`config.mk`:
```
export PLATFORM = sky130hd
export DESIGN_NAME = out_port_arbiter_flat
export DESIGN_NICKNAME = d
export VERILOG_FILES = /design/src/rtl/out_port_arbiter_if.sv /design/src/rtl/out_port_arbiter.sv /design/src/flat_wrapper.sv
export SDC_FILE = /design/constraint.sdc
export NUM_CORES = 1
export LEC_CHECK = 0
export BUFFER_PORTS_ARGS = -buffer_cell sky130_fd_sc_hd__buf_2
export CAP_MARGIN = 20
export CORE_UTILIZATION = 49
export DETAILED_ROUTE_END_ITERATION = 8
export GPL_ROUTABILITY_DRIVEN = 0
export PLACE_DENSITY = 0.79
export SYNTH_ARGS = -nofsm -noshare
export SYNTH_HDL_FRONTEND = slang
export SYNTH_SLANG_ARGS = --single-unit
```
`constraint.sdc`:
```
create_clock -name UserCLK -period 2.29 [get_ports UserCLK]
set_input_delay 0.5725 -clock UserCLK [delete_from_list [all_inputs] [get_ports UserCLK]]
set_output_delay 0.5725 -clock UserCLK [all_outputs]
set_load 0.03 [all_outputs]
```
`src/rtl/out_port_arbiter_if.sv`:
```
// Request/grant/data bundle between three requesters and the output-port arbiter.
// The master side drives requests and data; the slave side returns grant, ack and the pad output.
interface out_port_arbiter_if;
    logic [2:0] REQ;
    logic [3:0] D0;
    logic [3:0] D1;
    logic [3:0] D2;
    logic [2:0] GNT;
    logic [2:0] ACK;
    logic [3:0] O;

    modport master (
        output REQ, D0, D1, D2,
        input  GNT, ACK, O
    );

    modport slave (
        input  REQ, D0, D1, D2,
        output GNT, ACK, O
    );
endinterface

```
`src/rtl/out_port_arbiter.sv`:
```
// Three-requester output-port arbiter: round-robin or fixed-priority grant, per-bit registered/bypass output.
// Optional beat counter is built when OUT_ARB_BEAT_COUNT_EN is defined.
module out_port_arbiter #(
    parameter int NoConfigBits = 6,
    parameter int HOLD_CYCLES  = 2
) (
    input  logic                    UserCLK,
    input  logic                    Reset_n,
    input  logic [NoConfigBits-1:0] ConfigBits,
    out_port_arbiter_if.slave       bus
`ifdef OUT_ARB_BEAT_COUNT_EN
    ,
    input  logic                    BeatClr,
    output logic [7:0]              BeatCount
`endif
);

    typedef enum logic {
        ST_IDLE  = 1'b0,
        ST_DRIVE = 1'b1
    } state_t;

    localparam logic [3:0] HOLD_INIT = 4'(HOLD_CYCLES - 1);

    state_t     r_state;
    state_t     w_next_state;
    logic [2:0] r_gnt;
    logic [3:0] r_dreg;
    logic [3:0] r_cnt;
    logic [1:0] r_last;
    logic [1:0] r_widx;

    logic       w_any;
    logic [1:0] w_win;
    logic [3:0] w_win_data;
    logic [3:0] w_dw;
    logic       w_req_w;
    logic       w_beat_done;
    logic [2:0] w_ack;
    logic [3:0] w_o;

    function automatic logic [1:0] next_idx(input logic [1:0] idx);
        case (idx)
            2'd0:    next_idx = 2'd1;
            2'd1:    next_idx = 2'd2;
            default: next_idx = 2'd0;
        endcase
    endfunction

    function automatic logic [2:0] onehot(input logic [1:0] idx);
        case (idx)
            2'd0:    onehot = 3'b001;
            2'd1:    onehot = 3'b010;
            2'd2:    onehot = 3'b100;
            default: onehot = 3'b000;
        endcase
    endfunction

    function automatic logic [1:0] pick_fixed(input logic [2:0] req);
        if (req[0]) begin
            pick_fixed = 2'd0;
        end else if (req[1]) begin
            pick_fixed = 2'd1;
        end else begin
            pick_fixed = 2'd2;
        end
    endfunction

    // Search begins just after the last acknowledged requester and wraps modulo 3.
    function automatic logic [1:0] pick_rr(input logic [2:0] req, input logic [1:0] last);
        logic [1:0] c0;
        logic [1:0] c1;
        logic [1:0] c2;
        c0 = next_idx(last);
        c1 = next_idx(c0);
        c2 = next_idx(c1);
        if (req[c0]) begin
            pick_rr = c0;
        end else if (req[c1]) begin
            pick_rr = c1;
        end else begin
            pick_rr = c2;
        end
    endfunction

    function automatic logic [3:0] sel_data(input logic [1:0] idx, input logic [3:0] d0,
                                            input logic [3:0] d1, input logic [3:0] d2);
        case (idx)
            2'd0:    sel_data = d0;
            2'd1:    sel_data = d1;
            2'd2:    sel_data = d2;
            default: sel_data = 4'h0;
        endcase
    endfunction

    // Winner selection for the next arbitration; mode bit only matters in IDLE.
    always_comb begin
        w_any = |bus.REQ;
        w_win = 2'd0;
        if (ConfigBits[4]) begin
            w_win = pick_fixed(bus.REQ);
        end else begin
            w_win = pick_rr(bus.REQ, r_last);
        end
        w_win_data = sel_data(w_win, bus.D0, bus.D1, bus.D2);
    end

    // Live data and request level of the currently granted requester.
    always_comb begin
        w_dw    = sel_data(r_widx, bus.D0, bus.D1, bus.D2);
        w_req_w = 1'b0;
        case (r_widx)
            2'd0:    w_req_w = bus.REQ[0];
            2'd1:    w_req_w = bus.REQ[1];
            2'd2:    w_req_w = bus.REQ[2];
            default: w_req_w = 1'b0;
        endcase
    end

    // Next-state, beat-complete and pad output decode.
    always_comb begin
        w_next_state = r_state;
        w_beat_done  = 1'b0;
        w_o          = 4'h0;
        case (r_state)
            ST_IDLE: begin
                if (w_any) begin
                    w_next_state = ST_DRIVE;
                end else begin
                    w_next_state = ST_IDLE;
                end
                if (ConfigBits[5]) begin
                    w_o = r_dreg;
                end else begin
                    w_o = 4'h0;
                end
            end
            ST_DRIVE: begin
                // A dropped request aborts the beat even on its final cycle.
                if (!w_req_w) begin
                    w_next_state = ST_IDLE;
                end else if (r_cnt == 4'd0) begin
                    w_next_state = ST_IDLE;
                    w_beat_done  = 1'b1;
                end else begin
                    w_next_state = ST_DRIVE;
                end
                for (int i = 0; i < 4; i++) begin
                    if (ConfigBits[i]) begin
                        w_o[i] = r_dreg[i];
                    end else begin
                        w_o[i] = w_dw[i];
                    end
                end
            end
            default: begin
                w_next_state = ST_IDLE;
                w_o          = 4'h0;
            end
        endcase
        w_ack = w_beat_done ? onehot(r_widx) : 3'b000;
    end

    // State register.
    always_ff @(posedge UserCLK or negedge Reset_n) begin
        if (!Reset_n) begin
            r_state <= ST_IDLE;
        end else begin
            r_state <= w_next_state;
        end
    end

    // Grant, captured data, hold counter and round-robin pointer.
    always_ff @(posedge UserCLK or negedge Reset_n) begin
        if (!Reset_n) begin
            r_gnt  <= 3'b000;
            r_dreg <= 4'h0;
            r_cnt  <= 4'd0;
            r_last <= 2'd2;
            r_widx <= 2'd0;
        end else begin
            case (r_state)
                ST_IDLE: begin
                    if (w_any) begin
                        r_gnt  <= onehot(w_win);
                        r_dreg <= w_win_data;
                        r_cnt  <= HOLD_INIT;
                        r_widx <= w_win;
                    end else begin
                        r_gnt <= 3'b000;
                    end
                end
                ST_DRIVE: begin
                    if (w_next_state == ST_IDLE) begin
                        r_gnt <= 3'b000;
                        if (w_beat_done) begin
                            r_last <= r_widx;
                        end else begin
                            r_last <= r_last;
                        end
                    end else begin
                        r_cnt <= r_cnt - 4'd1;
                    end
                end
                default: begin
                    r_gnt <= 3'b000;
                end
            endcase
        end
    end

    assign bus.GNT = r_gnt;
    assign bus.ACK = w_ack;
    assign bus.O   = w_o;

`ifdef OUT_ARB_BEAT_COUNT_EN
    logic [7:0] r_beat_count;

    // Saturating count of acknowledged beats; clear has priority.
    always_ff @(posedge UserCLK or negedge Reset_n) begin
        if (!Reset_n) begin
            r_beat_count <= 8'd0;
        end else if (BeatClr) begin
            r_beat_count <= 8'd0;
        end else if (w_beat_done && (r_beat_count != 8'hFF)) begin
            r_beat_count <= r_beat_count + 8'd1;
        end else begin
            r_beat_count <= r_beat_count;
        end
    end

    assign BeatCount = r_beat_count;
`endif

endmodule

```
`src/flat_wrapper.sv`:
```
// flat-port wrapper written by rule: the top's interface ports become plain ports
module out_port_arbiter_flat 
#(
    parameter int NoConfigBits = 6,
    parameter int HOLD_CYCLES  = 2
)
  (UserCLK, Reset_n, ConfigBits, bus_REQ, bus_D0, bus_D1, bus_D2, bus_GNT, bus_ACK, bus_O);
  out_port_arbiter_if bus_i ();
  input  logic UserCLK;
  input  logic Reset_n;
  input  logic [NoConfigBits-1:0] ConfigBits;
  input wire logic [$bits(bus_i.REQ)-1:0] bus_REQ;
  input wire logic [$bits(bus_i.D0)-1:0] bus_D0;
  input wire logic [$bits(bus_i.D1)-1:0] bus_D1;
  input wire logic [$bits(bus_i.D2)-1:0] bus_D2;
  output wire logic [$bits(bus_i.GNT)-1:0] bus_GNT;
  output wire logic [$bits(bus_i.ACK)-1:0] bus_ACK;
  output wire logic [$bits(bus_i.O)-1:0] bus_O;
  assign bus_i.REQ = bus_REQ;
  assign bus_i.D0 = bus_D0;
  assign bus_i.D1 = bus_D1;
  assign bus_i.D2 = bus_D2;
  assign bus_GNT = bus_i.GNT;
  assign bus_ACK = bus_i.ACK;
  assign bus_O = bus_i.O;
  out_port_arbiter #(.NoConfigBits(NoConfigBits), .HOLD_CYCLES(HOLD_CYCLES)) u_core (.UserCLK(UserCLK), .Reset_n(Reset_n), .ConfigBits(ConfigBits), .bus(bus_i));
endmodule
```
==> flow_summary_export.csv <==
group,metric,value,unit
timing,slew_viol_final,0,
worst_setup_path,startpoint_type,"register",
floorplanning,die-area,2260,sq um
timing,setup_violations,0,
clock_tree,cts_root_buf,"clkbuf_4",
clock_tree,cts_hold_buf,0,
drt,route.detailed.drc,0,
worst_setup_path,rr_endpoint,"u_core.r_cnt[3]",
timing,fmax,439,MHz
worst_setup_path,r2r_slack,0.49,ns
floorplanning,die_x,47.6,um
yosys,synthDistinctLibCells,35,
drt,wirelength,2670,um
yosys,synth_edf_count,0,
worst_setup_path,cp_num_buf_inv,1,
yosys,synth_xor_area_share,0,%
global_routing,met1_usage,26.7,%
worst_setup_path,crit_family,"flip-flops",
timing,hold_viol_final,0,
yosys,synth_mux_area_share,8.00,%
floorplanning,start_util,51.8,%
clock_tree,clock_path_buffers,2,
clock_tree,cts_num_sinks,16,
global_routing,grt_most_used_layer,"met2",
drt,first_pass_iters,4,
placed_design,place_hpwl,1960,um
clock_tree,insertion_delay,0.29,ns
timing,finalCritPeriodShare,99.5,%
timing,worst_hold_slack,0.187,ns
clock_tree,clk_pin_slew,0.10,ns
yosys,synth_fa_ha_area_share,2.46,%
layout,diodes,0,
global_routing,use_met2,41.9,%
pwr,powerDensity,1250,nW/um^2
floorplanning,coreArea,1960,sq um
timing,skew,0.0110,ns
yosys,synthCells,107,
global_routing,antenna_found_initial,0,
layout,area_delta_synth_final,32.2,%
worst_setup_path,arrival,1.71,ns
global_routing,grt_max_degree,17,
worst_hold_path,hold_class,"input port to asynchronous set/reset pin",
pwr,p_total,1680,uW
yosys,async_flop_share,100,%
yosys,synth_top_family_by_area,"compound AO/OA/AOI/OAI gates",
global_routing,grt_pass1_vias,868,
yosys,synth_compound_area_share,25.1,%
yosys,synth.avg_cell_area,9.51,sq um
worst_setup_path,cp-end-kind,"output port",
floorplanning,die_h,47.6,um
yosys,synthSimpleGateAreaFrac,18.9,%
worst_setup_path,path_class,"register to output port",
worst_setup_path,crit_fanout,5,
drt,num_vias,976,
pwr,power.leakage,0.000662,uW
floorplanning,io_pins,33,
worst_setup_path,r2r_cells,5,
yosys,ys_ff_latch,16,
yosys,seq_area_frac_synth,39.5,%
drt,ant_nets,0,
timing,tightest_slew,0.386,ns
floorplanning,rows,16,
global_routing,grt_usage,23.1,%
worst_setup_path,crit_chain,"mux2_4 > a221oi_2 > a21oi_1 > a22o_1 > buf_6",
drt,vias_per_cell,5.61,
drt,wl_per_cell,15.3,um
outcome,status,"complete, no violations",
yosys,syn_nets,132,
worst_setup_path,required,1.72,ns
layout,final_layout_size_suffix_gt1_share,42.9,%
placed_design,io_buffers,32,
global_routing,grt_use_met3,3.40,%
pwr,ir_worst_vdd,626,uV
yosys,ys_warn_count,0,
timing,rsz0062_at_grt,"yes",
drt,drt_iter0_markers,16,
yosys,synthFlopType,"dfrtp_1",
worst_setup_path,startpoint,"u_core.r_widx[0]",
flow_run,max_cap_violations,0,
clock_tree,cts_buffers,3,
timing,slew-limit-headroom,74.3,%
worst_setup_path,reg2reg_from,"u_core.r_widx[0]",
global_routing,grt_overflow,0,
worst_setup_path,critPathSlowestCell,"dfrtp_2",
clock_tree,cts_tree,"done",
yosys,syn_area,1020,sq um
clock_tree,cts_htree_levels,1,
worst_setup_path,max_stage_delay,0.49,ns
timing,period_needed,2.28,ns
global_routing,grt_pass1_wl,3550,um
layout,nets,173,
Yosys cell counts (2+ instances only):
| cell type | number | share of area (%) |
|---|---|---|
| a21o_1 | 2 | 1.5 |
| a21oi_1 | 12 | 5.9 |
| a22oi_1 | 8 | 5.9 |
| dfrtp_1 | 15 | 37 |
| ha_1 | 2 | 2.5 |
| inv_1 | 9 | 3.3 |
| mux2i_1 | 7 | 6.9 |
| nand2_1 | 10 | 3.7 |
| nor2_1 | 6 | 2.2 |
| nor3_1 | 4 | 2.0 |
| o21ai_0 | 3 | 1.5 |
| o32ai_1 | 3 | 2.6 |
| or2_2 | 4 | 2.5 |
worst register-to-register path: stages (launching register included):
cell and delay, ns:
dfrtp_2 0.49, mux2i_1 0.17, o2bb2ai_2 0.21, and3b_1 0.39
nor4b_4 0.27, mux2i_1 0.20
cells in the final DEF, fill, tap and decap left out, drive strengths merged:
| cell | synthesis | final |
|---|---|---|
| a21boi | 1 | 1 |
| a21o | 2 | 2 |
| a21oi | 12 | 12 |
| a221oi | 1 | 1 |
| a22o | 2 | 2 |
| a22oi | 8 | 8 |
| and2b | 1 | 1 |
| and3b | 1 | 1 |
| buf | 2 | 40 |
| clkbuf | 2 | 4 |
| dfrtp | 15 | 15 |
| dfstp | 1 | 1 |
| ha | 2 | 2 |
| inv | 9 | 9 |
| mux2 | 1 | 1 |
| mux2i | 7 | 7 |
| nand2 | 10 | 10 |
| nand3 | 1 | 1 |
| nor2 | 6 | 6 |
| nor2b | 2 | 2 |
| nor3 | 4 | 4 |
| nor3b | 1 | 1 |
| nor4b | 2 | 2 |
| o21ai | 3 | 3 |
| o21bai | 1 | 1 |
| o2bb2ai | 1 | 1 |
| o32ai | 4 | 4 |
| or2 | 4 | 4 |
| or3 | 1 | 1 |
layout make-up:
class	instances	area, sq um
Clock buffer	4	26.3
Fill cell	177	617
Inverter	9	33.8
Multi-Input combinational cell	78	608
Sequential cell	16	404
Tap cell	27	33.8
Timing Repair Buffer	40	239
worst max path at each step:
stage                             to  slack [ns]  cells after the start
after floorplan           bus_ACK[0]        0.05                      5
after global placement      bus_O[3]        0.14                      6
after detailed placement  bus_ACK[0]        0.11                      6
after CTS                   bus_O[0]      -0.005                      5
after global routing        bus_O[3]       -0.02                      5
final                       bus_O[3]        0.01                      5
power by group:
part           internal [uW]  switching (uW)  total, uW
registers                409             133        541
clock network           67.6            90.5        158
logic                    429             553        983
timing repair:
action / in CTS / in global routing
pin swaps: 0 / 1
cloned: 0 / 0
buffers inserted: 2 / 3
resized for setup: 11 / 10
hold endpoints to repair: 0 / 0
setup endpoints to repair: 7 / 7
registers in the layout, indices dropped and copies added (netlist names):
name,cells
u_core.bus.GNT,3
u_core.r_cnt,4
u_core.r_widx,2
u_core.r_state,1
u_core.r_dreg,4
u_core.r_last,2
cell families after synthesis:
group / after synthesis
DFF: 16
buffers and inverters: 13
AOI/OAI and AO/OA: 35
adders and majority gates: 2
muxes: 8
and+or+nand+nor: 33
layer usage:
| layer | vias up | part of all wire, % |
|---|---|---|
| met4 | 0 | 1.6 |
| met3 | 4 | 4.6 |
| met2 | 27 | 54 |
| met5 | - | 0 |
| li1 | 472 | - |
| met1 | 473 | 40 |
metrics by stage:
step	utilization [%]	TNS [ns]	instances	area, sq um	setup WS [ns]
2_1_floorplan	-	0	107	1020	0.0519
3_3_place_gp	61.5	0	165	1210	0.138
3_5_place_dp	61.5	0	165	1210	0.107
4_1_cts	65.6	-0.00522	171	1290	-0.00522
5_1_grt	68.6	-0.0441	174	1350	-0.0217
6_report	68.6	0	174	1350	0.0123
Power figures use the tool's default switching activity.
